`src/rtl/ulpi_send.sv`:
```
// ulpi_send: link-side ULPI transmit engine for the USB3300.
// Serialises a PHY register write (TX CMD + data) or a USB packet
// (TX CMD with PID + byte stream) onto the ULPI DATA bus, honouring
// NXT, STP and DIR. All state changes on the falling edge of clk_ULPI.
//
// Ports:
//   clk_ULPI, rst                 60 MHz ULPI clock, async active-high reset
//   cmd_valid/cmd_ready           command handshake
//   cmd_type/addr/data/pid        0 = register write, 1 = packet
//   tx_data/valid/last/ready      packet byte stream
//   busy, done, aborted, timeout  status and 1-cycle result pulses
//   DIR, NXT                      ULPI inputs from the PHY
//   DATA_O, DATA_OE, STP          ULPI outputs to the PHY
module ulpi_send #(
  parameter int unsigned NXT_TIMEOUT = 255
) (
  input  logic       clk_ULPI,
  input  logic       rst,
  input  logic       cmd_valid,
  output logic       cmd_ready,
  input  logic       cmd_type,
  input  logic [5:0] cmd_addr,
  input  logic [7:0] cmd_data,
  input  logic [3:0] cmd_pid,
  input  logic [7:0] tx_data,
  input  logic       tx_valid,
  input  logic       tx_last,
  output logic       tx_ready,
  output logic       busy,
  output logic       done,
  output logic       aborted,
  output logic       timeout,
  input  logic       DIR,
  input  logic       NXT,
  output logic [7:0] DATA_O,
  output logic       DATA_OE,
  output logic       STP
);

  typedef enum logic [2:0] {
    S_IDLE, S_CMD, S_REGD, S_PKT, S_STOP, S_DRAIN, S_WAITBUS
  } state_t;

  state_t     r_state, w_next;
  logic       r_dir_q;
  logic       r_type;
  logic [5:0] r_addr;
  logic [7:0] r_data;
  logic [3:0] r_pid;
  logic [9:0] r_cnt;
  logic       r_err, r_drain;
  logic       r_done, r_aborted, r_timeout;

  logic       w_accept, w_drive, w_tmo_hit;
  logic       w_err, w_drain;
  logic       w_done_set, w_abort_set, w_tmo_set;

  assign w_accept  = cmd_valid && cmd_ready;
  assign w_drive   = (r_state == S_CMD) || (r_state == S_REGD) || (r_state == S_PKT);
  assign w_tmo_hit = (32'(r_cnt) + 32'd1) >= NXT_TIMEOUT;

  // Turnaround: hold off a new command until DIR has been low for a full cycle.
  assign cmd_ready = (r_state == S_IDLE) && !rst && !DIR && !r_dir_q;
  assign tx_ready  = ((r_state == S_PKT) && NXT && !DIR) || (r_state == S_DRAIN);
  // Release the bus in the very cycle the PHY claims it.
  assign DATA_OE   = (w_drive && !DIR) || (r_state == S_STOP);
  assign STP       = (r_state == S_STOP);
  assign busy      = (r_state != S_IDLE);
  assign done      = r_done;
  assign aborted   = r_aborted;
  assign timeout   = r_timeout;

  always_comb begin
    DATA_O = '0;
    case (r_state)
      S_CMD:   DATA_O = r_type ? {4'b0100, r_pid} : {2'b10, r_addr};
      S_REGD:  DATA_O = r_data;
      S_PKT:   DATA_O = tx_data;
      S_STOP:  DATA_O = r_err ? 8'hFF : 8'h00;
      default: DATA_O = '0;
    endcase
  end

  always_comb begin
    w_next      = r_state;
    w_err       = r_err;
    w_drain     = r_drain;
    w_done_set  = 1'b0;
    w_abort_set = 1'b0;
    w_tmo_set   = 1'b0;
    case (r_state)
      S_IDLE: begin
        if (w_accept) begin
          w_next  = S_CMD;
          w_err   = 1'b0;
          w_drain = 1'b0;
        end
      end
      S_CMD: begin
        if (DIR) begin
          w_next      = S_WAITBUS;
          w_abort_set = 1'b1;
          w_drain     = r_type;
        end else if (NXT) begin
          w_next = r_type ? S_PKT : S_REGD;
        end else if (w_tmo_hit) begin
          w_next    = S_STOP;
          w_err     = 1'b1;
          w_tmo_set = 1'b1;
          w_drain   = r_type;
        end
      end
      S_REGD: begin
        if (DIR) begin
          w_next      = S_WAITBUS;
          w_abort_set = 1'b1;
          w_drain     = 1'b0;
        end else if (NXT) begin
          w_next     = S_STOP;
          w_err      = 1'b0;
          w_done_set = 1'b1;
        end
      end
      S_PKT: begin
        if (DIR) begin
          w_next      = S_WAITBUS;
          w_abort_set = 1'b1;
          w_drain     = 1'b1;
        end else if (NXT) begin
          if (!tx_valid) begin
            w_next      = S_STOP;
            w_err       = 1'b1;
            w_abort_set = 1'b1;
            w_drain     = 1'b1;
          end else if (tx_last) begin
            w_next     = S_STOP;
            w_err      = 1'b0;
            w_done_set = 1'b1;
            w_drain    = 1'b0;
          end
        end
      end
      S_STOP:    w_next = r_drain ? S_DRAIN : S_IDLE;
      S_DRAIN:   if (tx_valid && tx_last) w_next = S_IDLE;
      S_WAITBUS: if (!DIR) w_next = r_drain ? S_DRAIN : S_IDLE;
      default:   w_next = S_IDLE;
    endcase
  end

  always_ff @(negedge clk_ULPI or posedge rst) begin
    if (rst) begin
      r_state   <= S_IDLE;
      r_dir_q   <= 1'b0;
      r_type    <= 1'b0;
      r_addr    <= '0;
      r_data    <= '0;
      r_pid     <= '0;
      r_cnt     <= '0;
      r_err     <= 1'b0;
      r_drain   <= 1'b0;
      r_done    <= 1'b0;
      r_aborted <= 1'b0;
      r_timeout <= 1'b0;
    end else begin
      r_state   <= w_next;
      r_dir_q   <= DIR;
      r_err     <= w_err;
      r_drain   <= w_drain;
      r_done    <= w_done_set;
      r_aborted <= w_abort_set;
      r_timeout <= w_tmo_set;
      if (w_accept) begin
        r_type <= cmd_type;
        r_addr <= cmd_addr;
        r_data <= cmd_data;
        r_pid  <= cmd_pid;
        r_cnt  <= '0;
      end else if (r_state == S_CMD && r_cnt != '1) begin
        r_cnt <= r_cnt + 10'd1;
      end
    end
  end

endmodule
```
`config.mk`:
```
export PLATFORM = sky130hd
export DESIGN_NAME = ulpi_send
export DESIGN_NICKNAME = d
export VERILOG_FILES = /design/src/rtl/ulpi_send.sv
export SDC_FILE = /design/constraint.sdc
export NUM_CORES = 1
export LEC_CHECK = 0
export ABC_CLOCK_PERIOD_IN_PS = 2300
export BUFFER_PORTS_ARGS = -buffer_cell sky130_fd_sc_hd__buf_2
export CAP_MARGIN = 10
export CORE_MARGIN = 5
export CORE_UTILIZATION = 50
export CTS_CLUSTER_DIAMETER = 200
export CTS_CLUSTER_SIZE = 14
export DETAILED_ROUTE_END_ITERATION = 16
export GPL_TIMING_DRIVEN = 0
export PLACE_DENSITY = 0.75
export RECOVER_POWER = 100
export SYNTH_ARGS = -nofsm -noshare
export SYNTH_HDL_FRONTEND = slang
export SYNTH_SLANG_ARGS = --single-unit
```
`constraint.sdc`:
```
create_clock -name clk_ULPI -period 2.3 [get_ports clk_ULPI]
set_input_delay 0.23 -clock clk_ULPI [delete_from_list [all_inputs] [get_ports clk_ULPI]]
set_output_delay 0.23 -clock clk_ULPI [all_outputs]
set_load 0.02 [all_outputs]
```
==> flow_metrics.py, run 1 <==
metrics = {
    "status": {
        "outcome": "finished with violations",
        "violations": "negative setup slack",
    },
    "sta": {
        "slew_violations": 0,
        "tightest_slew_ns": 0.930,
        "grt_setup_unrepaired": "yes",
        "setup_ws_ns": -0.825,
        "relSlewSlack": 0.377,
        "fin_skew_ns": 0.00598,
        "setup_viol": 49,
        "fin_setup_tns_ns": -27.50,
        "whs_ns": 0.423,
        "hold_viol": 0,
    },
    "cts": {
        "h-tree-depth": 2,
        "tritoncts.num_buffers": 5,
        "clk_pin_slew_ns": 0.05,
        "cts_root_buf": "clkbuf_8",
        "clockBufferDepth": 2,
        "cts_tree": "built",
        "cts_sinks": 38,
        "clkLatencyLatePin_ns": 0.30,
    },
    "cells_and_area": {
        "final_util": 0.768,
        "syn_to_final_growth_pct": 49.3,
        "fin_nets": 400,
        "layout_commonest_cell": "nand2_1",
        "nFillCells": 309,
        "num_antenna_cells": 0,
        "final_cell_mix": "64 x nand2_1, 38 x dfrtn_1, 34 x buf_2",
        "drive_gt1_frac": 0.430,
    },
    "route": {
        "viasPerCell": 5.80,
        "drt_iter0_drc": 268,
        "drc": 0,
        "wl_microns": 7480,
        "dr.pass1.iters": 4,
        "via_count": 2418,
        "antenna_left": 0,
        "wl_per_cell_microns": 17.9,
    },
    "global_routing": {
        "antenna_found_initial": 0,
        "track_usage": 0.229,
        "grt_pass1_wl_microns": 11100,
        "grt_pass1_vias": 2329,
        "grt_max_degree": 39,
        "grt_overflow": 0,
    },
    "setup_path": {
        "arrival_ns": 2.90,
        "worst_path_most_repeated_cell": "buf_6",
        "end_kind": "output port",
        "required_ns": 2.07,
        "r2r_start": "r_cnt[0]",
        "worst-path-max-fanout": 6,
        "crit_family": "flip-flops",
        "path_cells": "buf_6, nand2b_4, or2_4, buf_8, nor2_4, a211o_1, buf_6",
        "critical_path_buf_inv_count": 3,
        "startpoint_type": "flop",
        "startpoint": "r_state[0]",
        "cp_slowest_stage_delay_ns": 0.49,
        "regToRegSetupSlack_ns": -0.08,
        "crit_type": "flop to output port",
        "slowest_stage": "dfrtn_1",
    },
    "yosys": {
        "async_flop_share": 1.00,
        "synthSimpleGateAreaFrac": 0.277,
        "synth_area_sq_mm": 0.00224,
        "ys_top_cells_by_area": "dfrtn_1 42%, nand2_1 12%, mux2i_1 5.8%",
        "synth-compound-area-share": 0.169,
        "synth_seq_cells": 38,
        "synth_warnings": 0,
        "synth_fa_ha_area_frac": 0.0112,
        "synth_mux_area_frac": 0.0682,
        "syn_nets": 311,
        "ys_seq_area_frac": 0.425,
        "yosysTopAreaCell": "dfrtn_1",
        "syn_inst": 275,
        "synth_edf_count": 0,
        "synth_xor_area_frac": 0.00782,
        "synth_flop_cell": "dfrtn_1",
        "synth_top_area_frac": 0.425,
        "synth.avg_cell_area_sq_um": 8.14,
        "synth_top_family_by_area": "simple AND/OR/NAND/NOR gates",
        "synthDistinctLibCells": 49,
    },
    "floorplanning": {
        "ioPinCount": 50,
        "die_h_microns": 76.9,
        "dieArea_sq_mm": 0.00592,
        "start_util": 0.514,
        "die_w_microns": 76.9,
        "core_area_sq_mm": 0.00435,
        "rows": 24,
    },
    "placement": {
        "dpl_worst_slack_ns": -0.706,
        "hpwl_microns": 4130,
        "port_buffers": 49,
        "routabilityCongestion": 0.886,
    },
    "power": {
        "p_per_area_mw_per_mm2": 1270,
        "p_leak_nw": 1.61,
        "ir_drop_uv": 688,
    },
    "hold_path": {
        "hp-start": "r_pid[1]",
        "hp-class": "flop to flop",
    },
    "flow_run": {
        "cap_violations": 0,
    },
}
[worst paths after layout]
| check | cells after the start | endpoint |
|---|---|---|
| setup / recovery | 7 | DATA_O[5] |
| hold / removal | 2 | r_pid[1] |
| setup reg to reg | 7 | r_cnt[9] |
| hold reg to reg | 2 | r_pid[1] |
| max in group asynchronous | 2 | r_addr[0] |
| min in group asynchronous | 2 | r_state[1] |
[worst register-to-register path, cell delays in order, from the launching register on]
cell and delay (ns):
dfrtn_1 0.44, ha_1 0.32, nand3_1 0.21, nor2_2 0.10, a31oi_1 0.72, nand4_1 0.20, xor2_1 0.19, nor2_1 0.06
[kinds of logic after synthesis]
logic type	Yosys count
buf+inv	22
flops	38
compound gates	57
fa+ha+maj	2
xor+xnor	2
simple gates	139
mux	15
[per-layer routing]
| metal | share of wire | up-vias | GRT usage |
|---|---|---|---|
| li1 | - | 1124 | - |
| met1 | 0.40 | 1167 | 0.293 |
| met2 | 0.51 | 99 | 0.395 |
| met3 | 0.055 | 28 | 0.0445 |
| met4 | 0.034 | 0 | 0.0577 |
| met5 | 0 | - | 0 |
[cells in the mapped netlist, types with 3 or more instances]
cell type and instances:
o21ai_0 20, nand3_1 5, nor2b_1 4, o31ai_1 4, and2_1 3, inv_1 5
mux2i_1 13, nor3_1 6, a21oi_1 9, dfrtn_1 38, nand2_1 74, nand2b_1 3
o21a_1 3, nor2_1 27, buf_2 10, a211o_1 3, clkbuf_1 7
[area by class of cell]
type                    instances  area, sq um  share of cell area
plain buffers                  13          133              0.0397
clock buffers                   6         82.6              0.0247
clock inverters                 2         12.5             0.00374
inverters                       5         20.0             0.00599
multi-input cells             215         1440               0.431
flip-flops and latches         38          951               0.284
well taps                      52         65.1              0.0195
repair buffers                 86          641               0.192
[registers in the layout, indices dropped and copies added (netlist names)]
name     cells
r_type       1
r_dir_q      1
r_pid        4
r_addr       6
r_state      3
done         1
r_drain      1
timeout      1
aborted      1
r_cnt       10
r_err        1
r_data       8
[timing repair]
item                       in CTS  in global routing
hold buffers                    0                  0
pin swaps                      13                  6
cloned                          0                  1
setup buffers                  20                 17
setup endpoints to repair      23                 45
gates resized for setup        50                 32
[report_power, final]
part / switching [mW] / total, mW / internal (mW)
clock network: 0.255 / 0.496 / 0.241
logic: 1.30 / 2.57 / 1.27
registers: 0.245 / 1.18 / 0.939
total: 1.80 / 4.25 / 2.45
[through the flow]
stage	area (sq um)	instances	total power, mW
after floorplan	2420	275	2.51
after global placement	2740	376	2.91
after detailed placement	2740	376	2.95
after CTS	3140	400	3.92
after global routing	3340	417	4.48
final	3340	417	4.25
No activity file was read; power rests on OpenSTA's default activity.
==> inputs of run 2 (changes only) <==
--- a/config.mk
+++ b/config.mk
@@ -16,6 +16,7 @@
 export GPL_TIMING_DRIVEN = 0
 export PLACE_DENSITY = 0.75
 export RECOVER_POWER = 100
+export REMOVE_ABC_BUFFERS = 1
 export SYNTH_ARGS = -nofsm -noshare
 export SYNTH_HDL_FRONTEND = slang
 export SYNTH_SLANG_ARGS = --single-unit
==> run 2 against run 1 <==
  * The flow still finishes with violations (negative setup slack)
  * Die area unchanged
  * Register-to-register slack worse by 0.29 ns
  * Clock power increased by 14%
  * Sequential cell count unchanged
  * First-iteration DRC count is 36% higher
  * Clock skew rose by 0.0016 ns
  * Non-clock buffer count fell by 12
  * Largest cell class unchanged
  * Final cell count fell by 2.4%
  * Clock-buffer cell count is 1 higher
  * Via count is 3.4% higher
==> flow_metrics.py, run 2 (synthesized netlist as in run 1, its figures left out) <==
metrics = {
    "cells_and_area": {
        "layout_commonest_cell": "nand2_1",
        "syn_to_final_growth_pct": 41.9,
        "num_antenna_cells": 0,
        "fin_nets": 390,
        "final_cell_area_sq_mm": 0.00318,
        "largest_register_ffs": 10,
        "drive_gt1_frac": 0.380,
        "finalNonFillerCells": 407,
        "top_register": "r_cnt",
        "top_regs": "r_cnt: 10 flops, r_data: 8 flops, r_addr: 6 flops",
        "final_cell_mix": "73 x nand2_1, 38 x dfrtn_1, 35 x buf_2",
    },
    "setup_path": {
        "critical_path_buf_inv_count": 1,
        "slowest_stage": "dfrtn_1",
        "startpoint_type": "flop",
        "crit_family": "flip-flops",
        "crit_type": "flop to output port",
        "end_kind": "output port",
        "required_ns": 2.07,
        "path_cells": "nand2b_4, or2_4, nor2_4, a211o_1, buf_6",
        "cp_slowest_stage_delay_ns": 0.51,
        "worst-path-max-fanout": 6,
        "arrival_ns": 2.83,
    },
    "cts": {
        "cts_tree": "built",
        "tritoncts.num_buffers": 5,
        "cts_sinks": 38,
        "clockBufferDepth": 2,
        "clk_pin_slew_ns": 0.05,
        "cts_root_buf": "clkbuf_8",
        "clkLatencyLatePin_ns": 0.30,
        "h-tree-depth": 2,
    },
    "route": {
        "wl_per_cell_microns": 18.6,
        "wl_microns": 7580,
        "dr.pass1.iters": 5,
        "antenna_left": 0,
        "drt_iter0_drc": 364,
        "via_count": 2500,
        "drc": 0,
        "viasPerCell": 6.14,
    },
    "placement": {
        "hpwl_microns": 3470,
        "routabilityCongestion": 0.787,
        "dp.cells": 359,
        "dpl_worst_slack_ns": -1.33,
        "place_area_sq_mm": 0.00247,
        "port_buffers": 49,
    },
    "sta": {
        "relSlewSlack": 0.460,
        "tightest_slew_ns": 0.809,
        "slew_violations": 0,
        "setup_viol": 49,
        "fin_skew_ns": 0.00757,
        "whs_ns": 0.418,
        "grt_setup_unrepaired": "yes",
        "hold_viol": 0,
        "setup_ws_ns": -0.762,
    },
    "power": {
        "ir_drop_uv": 737,
        "p_leak_nw": 1.53,
        "p_per_area_mw_per_mm2": 1310,
        "power.total_mw": 4.16,
    },
    "global_routing": {
        "antenna_found_initial": 0,
        "grt_max_degree": 39,
        "grt_pass1_vias": 2220,
        "grt_pass1_wl_microns": 10300,
        "track_usage": 0.213,
        "grt_overflow": 0,
    },
    "status": {
        "violations": "negative setup slack",
        "outcome": "finished with violations",
    },
    "floorplanning": {
        "dieArea_sq_mm": 0.00592,
        "rows": 24,
        "die_w_microns": 76.9,
        "core_area_sq_mm": 0.00435,
        "ioPinCount": 50,
        "die_h_microns": 76.9,
        "start_util": 0.514,
    },
    "flow_run": {
        "cap_violations": 0,
    },
    "hold_path": {
        "hp-class": "flop to flop",
    },
}
run 2: changes by cell type in the layout (fill, tap and decap cells not counted), sizes merged:
cell / previous run / this run
and2: 4 / 5
buf: 91 / 81
bufinv: 0 / 1
clkbuf: 14 / 13
clkinv: 1 / 0
clkinvlp: 2 / 0
inv: 4 / 5
nand2: 74 / 75
run 2: path summary, 6_finish.rpt:
check	depth (start not counted)	to	from	slack, ns
max	5	DATA_O[5]	r_state[2]	-0.76
min	2	r_addr[2]	r_addr[2]	0.42
max reg2reg	7	r_err	r_cnt[0]	-0.37
min reg2reg	2	r_addr[2]	r_addr[2]	0.42
max in group asynchronous	3	r_cnt[7]	rst	0.42
min in group asynchronous	3	r_cnt[9]	rst	1.34
run 2: per-layer routing:
metal,wire length (microns),vias to the layer above,track usage
met3,797,49,0.0457
li1,-,1102,-
met1,2790,1160,0.274
met2,3560,189,0.347
met5,0,-,0
met4,436,0,0.0822
run 2: timing repair:
| item | in CTS | in global routing |
|---|---|---|
| hold buffers | 0 | 0 |
| resized for setup | 46 | 46 |
| gates cloned | 2 | 1 |
| pin swaps | 7 | 15 |
| endpoints found under the setup margin | 47 | 28 |
| buffers inserted | 17 | 21 |
run 2: worst reg2reg max path, cell delays in order, from the launching register on:
cell     delay (ns)
dfrtn_1        0.48
ha_2           0.27
nand3_1        0.22
nor2_2         0.34
nor2_1         0.09
a31oi_1        0.59
o31ai_2        0.19
mux2_2         0.31
run 2: power breakdown:
part           switching, mW  internal [mW]
combinational           1.26           1.17
clock                  0.242          0.325
sequential             0.226          0.938
total                   1.73           2.43
run 2: layout make-up:
cell class / instances / area [sq um]
Multi-Input combinational cell: 217 / 1400
Clock buffer: 7 / 76.3
Sequential cell: 38 / 951
Tap cell: 52 / 65.1
Inverter: 5 / 18.8
Fill cell: 300 / 1180
Timing Repair Buffer: 87 / 636
Clock inverter: 1 / 30.0
run 2: stage by stage:
stage | util | TNS, ns
after floorplan | - | -25.78
after global placement | 0.568 | -50.72
after detailed placement | 0.568 | -37.03
after CTS | 0.660 | -8.88
after global routing | 0.730 | -23.20
final | 0.730 | -18.11
==> inputs of run 3 (changes only) <==
--- a/config.mk
+++ b/config.mk
@@ -5,7 +5,7 @@
 export SDC_FILE = /design/constraint.sdc
 export NUM_CORES = 1
 export LEC_CHECK = 0
-export ABC_CLOCK_PERIOD_IN_PS = 2300
+export ABC_CLOCK_PERIOD_IN_PS = 3900
 export BUFFER_PORTS_ARGS = -buffer_cell sky130_fd_sc_hd__buf_2
 export CAP_MARGIN = 10
 export CORE_MARGIN = 5
@@ -17,6 +17,7 @@
 export PLACE_DENSITY = 0.75
 export RECOVER_POWER = 100
 export REMOVE_ABC_BUFFERS = 1
+export SLEW_MARGIN = 20
 export SYNTH_ARGS = -nofsm -noshare
 export SYNTH_HDL_FRONTEND = slang
 export SYNTH_SLANG_ARGS = --single-unit
==> constraint.sdc (replaced) <==
create_clock -name clk_ULPI -period 3.9 [get_ports clk_ULPI]
set_input_delay 0.39 -clock clk_ULPI [delete_from_list [all_inputs] [get_ports clk_ULPI]]
set_output_delay 0.39 -clock clk_ULPI [all_outputs]
set_load 0.02 [all_outputs]
==> run 3 against run 2 <==
  * Combinational power fell by 52%
  * Critical path type unchanged
  * The flow still finishes with violations (negative setup slack)
  * Clock skew is 0.0032 ns lower
  * Critical path depth is 2 higher
  * Critical endpoint is now DATA_O[7]
==> flow_metrics.py, run 3 (synthesized netlist as in run 1, its figures left out) <==
metrics = {
    "status": {
        "outcome": "finished with violations",
        "violations": "negative setup slack",
    },
    "cells_and_area": {
        "final_util": 0.661,
        "num_antenna_cells": 0,
        "regArea_sq_um": 951,
        "drive_gt1_frac": 0.280,
        "multi_input_area_sq_mm": 0.00126,
        "largest_register_ffs": 10,
        "final_cell_area_sq_mm": 0.00288,
        "syn_to_final_growth_pct": 28.4,
        "nFillCells": 346,
        "final_cell_mix": "73 x nand2_1, 38 x dfrtn_1, 35 x buf_2",
        "top_regs": "r_cnt: 10 flops, r_data: 8 flops, r_addr: 6 flops",
        "layout_commonest_cell": "nand2_1",
        "fin_nets": 374,
        "top_register": "r_cnt",
    },
    "global_routing": {
        "grt_pass1_wl_microns": 9180,
        "antenna_found_initial": 0,
        "grt_pass1_vias": 2005,
        "grt_max_degree": 29,
        "track_usage": 0.187,
        "grt_overflow": 0,
    },
    "power": {
        "sw_frac_of_total": 0.406,
        "p_leak_nw": 1.41,
        "clkPwrFrac": 0.151,
        "ir_drop_uv": 486,
        "intPower_mw": 1.30,
        "p_switching_mw": 0.890,
        "p_comb_frac": 0.536,
        "p_per_area_mw_per_mm2": 761,
        "p_seq_frac": 0.313,
    },
    "setup_path": {
        "startpoint_type": "flop",
        "regToRegSetupSlack_ns": 1.47,
        "end_kind": "output port",
        "arrival_ns": 3.57,
        "slowest_stage": "dfrtn_1",
        "required_ns": 3.51,
        "rr_endpoint": "r_err",
        "worst-path-max-fanout": 6,
        "r2r_start": "r_cnt[0]",
        "startpoint": "r_state[0]",
        "r2r_cells": 6,
        "cp_slowest_stage_delay_ns": 0.42,
        "cp-endpoint": "DATA_O[7]",
        "path_cells": "buf_4, nand2b_4, or2_4, nor2_4, nor2_1, o21ai_0, buf_2",
        "crit_type": "flop to output port",
    },
    "cts": {
        "h-tree-depth": 2,
        "tritoncts.num_buffers": 5,
        "cts_root_buf": "clkbuf_8",
        "hold_buffers": 0,
        "cts_sinks": 38,
        "clockBufferDepth": 2,
        "cts_tree": "built",
        "clkLatencyLatePin_ns": 0.29,
        "clk_pin_slew_ns": 0.05,
    },
    "placement": {
        "port_buffers": 49,
        "place_area_sq_mm": 0.00249,
        "routabilityCongestion": 0.787,
        "hpwl_microns": 3520,
    },
    "route": {
        "drt_iter0_drc": 216,
        "dr.pass1.iters": 4,
        "wl_per_cell_microns": 15.0,
        "antenna_left": 0,
        "wl_microns": 5880,
        "drc": 0,
        "viasPerCell": 5.65,
        "via_count": 2210,
    },
    "floorplanning": {
        "die_h_microns": 76.9,
        "core_area_sq_mm": 0.00435,
        "start_util": 0.514,
        "ioPinCount": 50,
        "die_w_microns": 76.9,
        "rows": 24,
        "dieArea_sq_mm": 0.00592,
    },
    "sta": {
        "relSlewSlack": 0.525,
        "slew_violations": 0,
        "fin_skew_ns": 0.00438,
        "grt_setup_unrepaired": "yes",
        "tightest_slew_ns": 0.713,
        "fin_setup_tns_ns": -0.214,
        "setup_viol": 7,
        "whs_ns": 0.421,
        "hold_viol": 0,
        "setup_ws_ns": -0.0625,
    },
    "flow_run": {
        "cap_violations": 0,
    },
    "hold_path": {
        "hp-class": "flop to flop",
    },
}
[run 3: timing repair]
action                     CTS  global route
pin swaps                    2             8
gates cloned                 1             1
gates resized for setup     23            21
setup endpoints to repair   19            17
buffers inserted            16             5
[run 3: critical path, delay by kind of cell, from the launching register on]
family          cells  cell delay (ns)
flops               1             0.42
simple gates        4             0.51
compound gates      1             0.06
buf+inv             2             0.32
[run 3: metal layers]
layer	vias to the layer above	global-route usage	share of wire
li1	1071	-	-
met1	1039	0.243	0.45
met2	87	0.318	0.47
met3	13	0.0386	0.059
met4	0	0.0420	0.020
met5	-	0	0
[run 3: cell type report]
type | count | area share
multi-input cells | 216 | 0.439
flip-flops and latches | 38 | 0.331
repair buffers | 72 | 0.163
clock buffers | 6 | 0.0252
well taps | 52 | 0.0226
clock inverters | 2 | 0.0130
inverters | 5 | 0.00652
[run 3: power by group through the flow]
stage               combinational, mW  clock [mW]  sequential (mW)
finish                           1.17       0.331            0.685
global route                     1.27       0.357            0.704
CTS                              1.04       0.336            0.679
detailed placement              0.798           0            0.745
global placement                0.785           0            0.738
floorplan                       0.606           0            0.702
[run 3: worst min-delay path by stage]
stage | slack [ns] | cells past startpoint | start | to
floorplan | 0.41 | 2 | r_addr[0] | r_addr[0]
global placement | 0.42 | 2 | r_pid[0] | r_pid[0]
detailed placement | 0.42 | 2 | r_addr[2] | r_addr[2]
CTS | 0.42 | 2 | r_data[3] | r_data[3]
global route | 0.44 | 2 | r_addr[2] | r_addr[2]
finish | 0.42 | 2 | r_data[3] | r_data[3]
[run 3: stage by stage]
stage / total power [mW] / std cells / worst slack (ns)
2_1_floorplan: 1.31 / 258 / -0.351
3_3_place_gp: 1.52 / 359 / -0.688
3_5_place_dp: 1.54 / 360 / -0.710
4_1_cts: 2.05 / 385 / -0.0625
5_1_grt: 2.33 / 391 / -0.181
6_report: 2.19 / 391 / -0.0625
